==> src/rtl/pipeline_ctrl_pkg.sv <==
// pipeline_ctrl_pkg: forwarding select type, control modes and stage indices for the pipeline controller
package pipeline_ctrl_pkg;
  typedef enum logic [1:0] {
    fwd_none = 2'b00,
    fwd_mem  = 2'b01,
    fwd_wb   = 2'b10
  } fwdmux_sel_t;
  typedef enum logic [2:0] {
    mode_run,
    mode_istall,
    mode_lu,
    mode_redirect,
    mode_dstall
  } ctrl_mode_t;
  localparam int ID_STAGE  = 1;
  localparam int EX_STAGE  = 2;
  localparam int MEM_STAGE = 3;
  function automatic fwdmux_sel_t fwd_pick(input logic mem_hit, input logic wb_hit);
    return mem_hit ? fwd_mem : wb_hit ? fwd_wb : fwd_none;
  endfunction
endpackage

==> src/rtl/pipeline_ctrl_sat_counter.sv <==
// sat_counter: event counter that sticks at all-ones instead of wrapping
module sat_counter #(
  parameter int CNT_W = 32
) (
  input  logic             clk,
  input  logic             rst,
  input  logic             inc,
  output logic [CNT_W-1:0] out
);
  always_ff @(posedge clk or negedge rst)
    if (!rst) out <= '0;
    else if (inc && !(&out)) out <= out + 1'b1;
endmodule

==> src/rtl/pipeline_ctrl.sv <==
// pipeline_ctrl: stage valids, load enables, stall/flush handling and EX forwarding selects
module pipeline_ctrl
  import pipeline_ctrl_pkg::*;
#(
  parameter int NUM_STAGES     = 5,
  parameter int REDIRECT_STAGE = 3,
  parameter int REG_W          = 5,
  parameter int CNT_W          = 32
) (
  input  logic                  clk,
  input  logic                  rst,
  input  logic [REG_W-1:0]      id_rs1,
  input  logic [REG_W-1:0]      id_rs2,
  input  logic                  id_uses_rs1,
  input  logic                  id_uses_rs2,
  input  logic [REG_W-1:0]      ex_rs1,
  input  logic [REG_W-1:0]      ex_rs2,
  input  logic [REG_W-1:0]      ex_rd,
  input  logic                  ex_load_regfile,
  input  logic                  ex_mem_read,
  input  logic [REG_W-1:0]      mem_rd,
  input  logic [REG_W-1:0]      wb_rd,
  input  logic                  mem_load_regfile,
  input  logic                  wb_load_regfile,
  input  logic                  inst_read,
  input  logic                  inst_resp,
  input  logic                  data_req,
  input  logic                  data_resp,
  input  logic                  redirect,
  output logic [NUM_STAGES-1:0] stage_load,
  output logic [NUM_STAGES-1:0] stage_valid,
  output fwdmux_sel_t           fwd_a_sel,
  output fwdmux_sel_t           fwd_b_sel,
  output logic [CNT_W-1:0]      stall_cycles,
  output logic [CNT_W-1:0]      flush_count
);
  logic [NUM_STAGES-1:1] valid_q, valid_d;
  logic discard_q, discard_d;
  logic d_stall, i_stall, lu_stall, rd_take, id_hit;
  logic mem_fwd_ok, wb_fwd_ok;
  ctrl_mode_t mode;
  assign stage_valid = {valid_q, 1'b1};
  assign id_hit = (id_uses_rs1 && id_rs1 == ex_rd) || (id_uses_rs2 && id_rs2 == ex_rd);
  assign d_stall = stage_valid[MEM_STAGE] && data_req && !data_resp;
  assign i_stall = inst_read && !inst_resp;
  assign lu_stall = stage_valid[ID_STAGE] && stage_valid[EX_STAGE] && ex_mem_read &&
                    ex_load_regfile && ex_rd != '0 && id_hit;
  assign rd_take = redirect && stage_valid[REDIRECT_STAGE];
  assign mode = d_stall  ? mode_dstall :
                rd_take  ? mode_redirect :
                lu_stall ? mode_lu :
                i_stall  ? mode_istall : mode_run;
  assign stage_load = !rst                 ? '1 :
                      mode == mode_dstall  ? '0 :
                      mode == mode_lu      ? {{(NUM_STAGES-2){1'b1}}, 2'b00} :
                      mode == mode_istall  ? {{(NUM_STAGES-1){1'b1}}, 1'b0} : '1;
  // Register 1 takes the fetched word only when the PC advances and no squash is pending
  always_comb begin
    valid_d = valid_q;
    discard_d = discard_q;
    if (mode != mode_dstall) begin
      for (int k = 2; k < NUM_STAGES; k++) valid_d[k] = stage_valid[k-1];
      if (mode == mode_redirect) begin
        for (int k = 1; k <= REDIRECT_STAGE; k++) valid_d[k] = 1'b0;
        discard_d = discard_q || i_stall;
      end else if (mode == mode_lu) begin
        valid_d[1] = valid_q[1];
        valid_d[2] = 1'b0;
      end else if (mode == mode_istall) begin
        valid_d[1] = 1'b0;
      end else begin
        valid_d[1] = !discard_q;
        discard_d = discard_q && !(inst_read && inst_resp);
      end
    end
  end
  always_ff @(posedge clk or negedge rst)
    if (!rst) begin
      valid_q <= '0;
      discard_q <= 1'b0;
    end else begin
      valid_q <= valid_d;
      discard_q <= discard_d;
    end
  assign mem_fwd_ok = stage_valid[MEM_STAGE] && mem_load_regfile && mem_rd != '0;
  assign wb_fwd_ok = stage_valid[NUM_STAGES-1] && wb_load_regfile && wb_rd != '0;
  assign fwd_a_sel = fwd_pick(mem_fwd_ok && mem_rd == ex_rs1, wb_fwd_ok && wb_rd == ex_rs1);
  assign fwd_b_sel = fwd_pick(mem_fwd_ok && mem_rd == ex_rs2, wb_fwd_ok && wb_rd == ex_rs2);
  sat_counter #(.CNT_W(CNT_W)) u_stall_cnt (
    .clk(clk),
    .rst(rst),
    .inc(d_stall || lu_stall || i_stall),
    .out(stall_cycles)
  );
  sat_counter #(.CNT_W(CNT_W)) u_flush_cnt (
    .clk(clk),
    .rst(rst),
    .inc(mode == mode_redirect),
    .out(flush_count)
  );
endmodule

==> config.mk <==
export PLATFORM = sky130hd
export DESIGN_NAME = pipeline_ctrl
export DESIGN_NICKNAME = d
export VERILOG_FILES = /design/src/rtl/pipeline_ctrl_pkg.sv /design/src/rtl/pipeline_ctrl_sat_counter.sv /design/src/rtl/pipeline_ctrl.sv
export SDC_FILE = /design/constraint.sdc
export NUM_CORES = 1
export LEC_CHECK = 0
export ABC_CLOCK_PERIOD_IN_PS = 3900
export BUFFER_PORTS_ARGS = -buffer_cell sky130_fd_sc_hd__buf_4
export CAP_MARGIN = 20
export CORE_ASPECT_RATIO = 0.8
export CORE_MARGIN = 2
export CORE_UTILIZATION = 53
export DETAILED_ROUTE_END_ITERATION = 8
export HOLD_SLACK_MARGIN = 0.1
export PLACE_DENSITY = 0.8
export SLEW_MARGIN = 15
export SYNTH_ARGS = -nofsm -noshare
export SYNTH_HDL_FRONTEND = slang
export SYNTH_HIERARCHICAL = 1
export SYNTH_SLANG_ARGS = --single-unit
export TNS_END_PERCENT = 10
==> constraint.sdc <==
create_clock -name clk -period 3.9 [get_ports clk]
set_clock_uncertainty 0.15 [all_clocks]
set_input_delay 0.585 -clock clk [delete_from_list [all_inputs] [get_ports clk]]
set_output_delay 0.585 -clock clk [all_outputs]
set_load 0.03 [all_outputs]
==> flow_summary.toml, run 1 <==
[status]
run_status = "finished, final reports clean"

[critical_path]
r2r_slack_ns = 1.11
slowest_stage = "a211oi_1"
end_kind = "flip-flop"
cp_cell_sequence = "buf_4, xor2_1, nor4_1, nand3_1, a211o_2, nand2_1, and3_2, nand4b_1, a211oi_1, nand3_1, xnor2_1"
crit_top_cell = "nand3_1"
max_stage_delay_ns = 0.54
reg2regPathDepth = 7
startpoint_type = "input pin"
cp.required_ns = 3.97
crit_type = "input pin to flip-flop"
cp_top_family = "simple AND/OR/NAND/NOR gates"
reg2reg_from = "valid_q[3]$_DFFE_PN0P_"
cp.arrival_ns = 3.13
critPathMaxFanout = 6
reg2reg_to = "u_flush_cnt/out[21]$_DFFE_PN0P_"
critPathBufInv = 1

[sta]
maxSlewViolCount = 0
fmax_mhz = 327.0
setup_viol = 0
rsz0062_at_grt = "no"
finalSetupTns_ns = 0
slew_headroom = 0.4217
final-hold-violation-count = 0
period_minus_slack_ns = 3.058
fin_crit_sh = 0.7842
setup_ws_ns = 0.8416
holdWs_ns = 0.2784
tightest_slew_ns = 0.8675

[synthesis]
synth_cells = 375
postSynth.asyncResetShare = 1.000
seq_area_frac_synth = 0.4482
synth_top_area_share = 0.4482
synth_fa_ha_area_frac = 0.006496
synth_edf_count = 0
synth-simple-area-share = 0.2592
synthXorXnorAreaFrac = 0.1955
synthFlopType = "dfrtp_1"
netlist_area_um2 = 3852
synth_top_area_cell = "dfrtp_1"
syn-num-nets = 425
yosysWarnings = 6
avgSynthCellArea_um2 = 10.27
synth_cell_types = 41
ys_ff_latch = 69
synth_top_cells_by_count = "dfrtp_1 (69), xnor2_1 (50), xor2_1 (36), nand3_1 (34)"
yosys-mux-area-fraction = 0.005846
netlist_top_cells_area = "dfrtp_1 (45%), xnor2_1 (11%), xor2_1 (8.2%)"
synth_compound_area_frac = 0.07502
yosysMostFrequentCell = "dfrtp_1"
synth_top_family_by_area = "simple AND/OR/NAND/NOR gates"

[clock_tree]
root_buffer = "clkbuf_8"
clk_pin_slew_ns = 0.07
cts_tree = "built"
cts_repair_resize_count = 0
insertion_delay_ns = 0.34
postCtsSetupRepairBufs = 0
cts_max_level = 3
cts_hold_buf = 0
numCtsBuffers = 9
clock_path_buffers = 2
cts.sinks = 69

[floorplanning]
coreArea_um2 = 6959
fp.dieArea_um2 = 7971
die-width_um = 99.32
io_pins = 126
start_util = 0.5536
fp-row-count = 27
die_h_um = 80.26

[placement]
port_buffers = 124
pre_cts_slack_ns = 0.5794
hpwl_um = 7420
routabilityCongestion = 0.8658

[route]
totalWireLength_um = 9810
routed-wl-met3_um = 775
drtPass1Iterations = 4
drt_iter0_drc = 171
topRoutingLayerUsed = "met4"
drc = 0
viasPerCell = 5.640
vias = 3384
drt-met1-wl_um = 4250
dr_wl_met2_um = 4680
detail-route-antenna-nets = 0
routedWlPerCell_um = 16.35

[power_and_ir_drop]
p_sw_frac = 0.3449
sequentialPowerShare = 0.432
ir_drop_mv = 0.2273
total_power_w = 0.002083
cellLeakagePower_nw = 2.364
p_switching_w = 0.0007186
p_int_w = 0.001365
power_frac_comb = 0.279
clkPwrFrac = 0.290
power_density_nw_per_um2 = 409.5

[grt]
grt_max_degree = 70
antenna_found_initial = 0
grt_overflow_total = 0
grt_pass1_vias = 3372
grt_pass1_wl_um = 16000
track_usage = 0.2540

[final_layout]
drive_gt1_frac = 0.3294
area_growth_pct = 32.06
nNetsFinal = 558
nFillCells = 529
antenna_cells = 0

[worst_hold_path]
hold_path_class = "input pin to asynchronous set/reset pin"

[run]
maxCapViolCount = 0
## layer usage
layer,up-vias,GRT usage
met3,10,0.06614
met1,1621,0.3215
met5,-,0
met4,0,0.09041
li1,1616,-
met2,137,0.4243
## power groups by stage
stage / Sequential [W] / Combinational [W] / Clock, W
floorplan: 0.00104 / 0.000190 / 0
global placement: 0.000906 / 0.000563 / 0
detailed placement: 0.000914 / 0.000583 / 0
CTS: 0.000901 / 0.000584 / 0.000618
global route: 0.000919 / 0.000625 / 0.000649
finish: 0.000899 / 0.000580 / 0.000604
## cell usage in the layout, fill, tap and decap left out, types with 10 or more instances in the layout
master	netlist	layout
buf_4	3	125
dfrtp_1	69	69
xnor2_1	50	50
xor2_1	36	36
nand3_1	34	34
nand2_1	30	30
nor2_1	30	30
nand4_1	23	23
a21oi_1	12	12
clkbuf_8	0	11
and3_1	10	10
## stage by stage
stage            util  cells  area (um2)
2_1_floorplan       -    375        3852
3_3_place_gp   0.7008    584        4877
6_report       0.7310    600        5087
4_1_cts        0.7310    600        5087
5_1_grt        0.7310    600        5087
3_5_place_dp   0.7008    584        4877
## how the worst max path moves through the flow
stage	from	to	slack (ns)	cells past startpoint
after floorplan	mem_rd[2]	fwd_a_sel[1]	0.95	4
after global placement	ex_rd[4]	u_stall_cnt/out[21]$_DFFE_PN0P_	0.67	11
after detailed placement	ex_rd[3]	u_stall_cnt/out[21]$_DFFE_PN0P_	0.58	11
after CTS	ex_rd[3]	u_stall_cnt/out[21]$_DFFE_PN0P_	0.90	11
after global routing	ex_rd[3]	u_stall_cnt/out[21]$_DFFE_PN0P_	0.64	11
final	ex_rd[3]	u_stall_cnt/out[21]$_DFFE_PN0P_	0.84	11
## layout make-up
| type | count | area, um2 | share of cell area |
|---|---|---|---|
| clock buffers | 11 | 151.4 | 0.02976 |
| well taps | 87 | 108.9 | 0.02140 |
| repair buffers | 125 | 938.4 | 0.1845 |
| multi-input cells | 300 | 2092 | 0.4112 |
| flip-flops and latches | 69 | 1727 | 0.3394 |
| inverters | 3 | 11.26 | 0.002213 |
| clock inverters | 5 | 58.81 | 0.01156 |
## cells by family (layout without fill, tap and decap cells)
logic type / Yosys count / count (layout)
simple gates: 174 / 174
xor+xnor: 86 / 86
flops: 69 / 69
compound gates: 35 / 35
buf+inv: 6 / 144
fa+ha+maj: 2 / 2
mux: 2 / 2
other cells: 1 / 1
## registers in the layout (all words and copies together), names as in the netlist
register	cells
u_stall_cnt/out	32
discard_q	1
u_flush_cnt/out	32
valid_q	4
(Power assumes the default switching activity.)
==> run 2, diff against run 1 <==
Settings changed: ABC_CLOCK_PERIOD_IN_PS 3900 to 3000, CORE_UTILIZATION 53 to 51, PLACE_DENSITY 0.8 to 0.77.
Clock period 3.9 ns to 3 ns, I/O delays scaled along.
==> run 2 against run 1 <==
Sequential power increased by 30%. First-iteration DRC count decreased by 5.8%. Cell area increased by 0.22%. Via count decreased by 0.71%. Global-route usage decreased by 2.0 points. Non-clock buffer count increased by 5. Register-to-register slack got worse by 0.65 ns. Die area increased by 3.7%. Utilization decreased by 3.8 points. Worst hold slack got worse by 0.12 ns. Final cell count increased by 1.2%. Critical endpoint is now u_stall_cnt/out[26]$_DFFE_PN0P_. Critical path depth increased by 1.
==> flow_summary.toml, run 2 (same netlist as run 1, synthesis figures left out) <==
[final_layout]
drive_gt1_frac = 0.3327
antenna_cells = 0
final_area_um2 = 5099
regArea_um2 = 1727
nFillCells = 580
top_regs = "u_flush_cnt/out x32, u_stall_cnt/out x32, valid_q x4"
final_cell_count_no_fill = 607
final_cell_mix = "buf_4 (130), dfrtp_1 (69), xnor2_1 (50)"
multiInputGateArea_um2 = 2092
mostFrequentLayoutCell = "buf_4"
nNetsFinal = 563
area_growth_pct = 32.35

[placement]
placed_cells = 591
port_buffers = 124
hpwl_um = 7318
routabilityCongestion = 0.8176
dpl-instance-area_um2 = 4911

[worst_hold_path]
hold_start = "inst_read"
hold_depth = 2
hold_path_class = "input pin to flip-flop"
holdPathEnd = "discard_q$_DFFE_PN0P_"

[grt]
antenna_found_initial = 0
busiest_layer = "met2"
use_met1 = 0.3164
grt_pass1_vias = 3133
grt_overflow_total = 0
track_usage = 0.2339
met3_usage = 0.06298
grt_pass1_wl_um = 15060
globalRouteMet2Util = 0.3735
grt_max_degree = 70

[route]
routedWlPerCell_um = 15.66
totalWireLength_um = 9505
drtPass1Iterations = 4
detail-route-antenna-nets = 0
vias = 3360
drt_iter0_drc = 161
drc = 0
viasPerCell = 5.535

[clock_tree]
cts.sinks = 69
cts_tree = "built"
clk_pin_slew_ns = 0.07
numCtsBuffers = 9
cts_max_level = 3
root_buffer = "clkbuf_8"
clock_path_buffers = 2
cts_hold_buf = 0
insertion_delay_ns = 0.34

[floorplanning]
io_pins = 126
coreArea_um2 = 7357
fp.dieArea_um2 = 8269
die-width_um = 101.2
die_h_um = 81.74
fp-row-count = 28
start_util = 0.5236

[sta]
final-hold-violation-count = 0
slew_headroom = 0.4387
period_minus_slack_ns = 2.759
maxSlewViolCount = 0
rsz0062_at_grt = "no"
setup_viol = 0
tightest_slew_ns = 0.8420
fin_crit_sh = 0.9197
fmax_mhz = 362.4

[critical_path]
cp.arrival_ns = 2.83
slowest_stage = "a211o_2"
reg2reg_to = "u_flush_cnt/out[21]$_DFFE_PN0P_"
crit_type = "input pin to flip-flop"
startpoint_type = "input pin"
cp_cell_sequence = "buf_4, xor2_1, nor4_1, nand3_1, a211o_2, nand2_1, and4_1, nand4_1, buf_4, a211oi_4, nand3_1, xnor2_1"
reg2reg_from = "valid_q[3]$_DFFE_PN0P_"
critPathMaxFanout = 4
reg2regPathDepth = 7
r2r_slack_ns = 0.46
max_stage_delay_ns = 0.36
cp.required_ns = 3.07
end_kind = "flip-flop"

[status]
run_status = "finished, final reports clean"

[run]
maxCapViolCount = 0

[power_and_ir_drop]
ir_drop_mv = 0.2958
total_power_w = 0.002632
cellLeakagePower_nw = 2.379
power_density_nw_per_um2 = 516.1
run 2: cell type report:
class                           count  area share
Timing Repair Buffer              130      0.1914
Multi-Input combinational cell    300      0.4103
Clock inverter                      5     0.01031
Sequential cell                    69      0.3387
Inverter                            3    0.002209
Clock buffer                       10     0.02503
Tap cell                           90     0.02209
run 2: what timing repair did:
action,in CTS,in global routing
setup buffers,0,1
endpoints found under the setup margin,0,1
resized for setup,0,0
run 2: power breakdown:
group / internal [W] / switching [W] / total (W) / leakage, nW
clock: 0.000375 / 0.000339 / 0.000714 / 0.0919
combinational: 0.000316 / 0.000434 / 0.000750 / 1.35
sequential: 0.00104 / 0.000133 / 0.00117 / 0.934
total: 0.00173 / 0.000906 / 0.00263 / 2.38
run 2: worst max path at each step:
stage	from	endpoint	cells after the start
after global placement	ex_rd[4]	u_stall_cnt/out[22]$_DFFE_PN0P_	11
after CTS	ex_rd[4]	u_stall_cnt/out[22]$_DFFE_PN0P_	11
after detailed placement	ex_rd[4]	u_stall_cnt/out[22]$_DFFE_PN0P_	11
after floorplan	valid_q[3]$_DFFE_PN0P_	fwd_a_sel[1]	3
after global routing	ex_rd[4]	u_stall_cnt/out[22]$_DFFE_PN0P_	11
final	ex_rd[4]	u_stall_cnt/out[26]$_DFFE_PN0P_	12
run 2: worst max-delay path: cells and delay by family:
kind            cells  cell delay [ns]
compound gates      2             0.65
xor+xnor            2             0.29
simple gates        6             1.12
buf+inv             2             0.32
run 2: stage by stage:
stage | hold slack (ns) | setup slack [ns] | util | setup TNS [ns]
2_1_floorplan | 0.004409 | 0.2411 | - | 0
3_3_place_gp | 0.3299 | -0.03369 | 0.6675 | -0.03369
3_5_place_dp | 0.3464 | -0.1439 | 0.6675 | -0.7408
4_1_cts | 0.1468 | 0.2025 | 0.6920 | 0
5_1_grt | 0.1651 | 0.06278 | 0.6930 | 0
6_report | 0.1610 | 0.2409 | 0.6930 | 0
run 2: routing by layer:
metal,vias up,wire length (um)
li1,1632,-
met1,1605,4440
met2,114,4401
met3,9,566
met4,0,97
met5,-,0
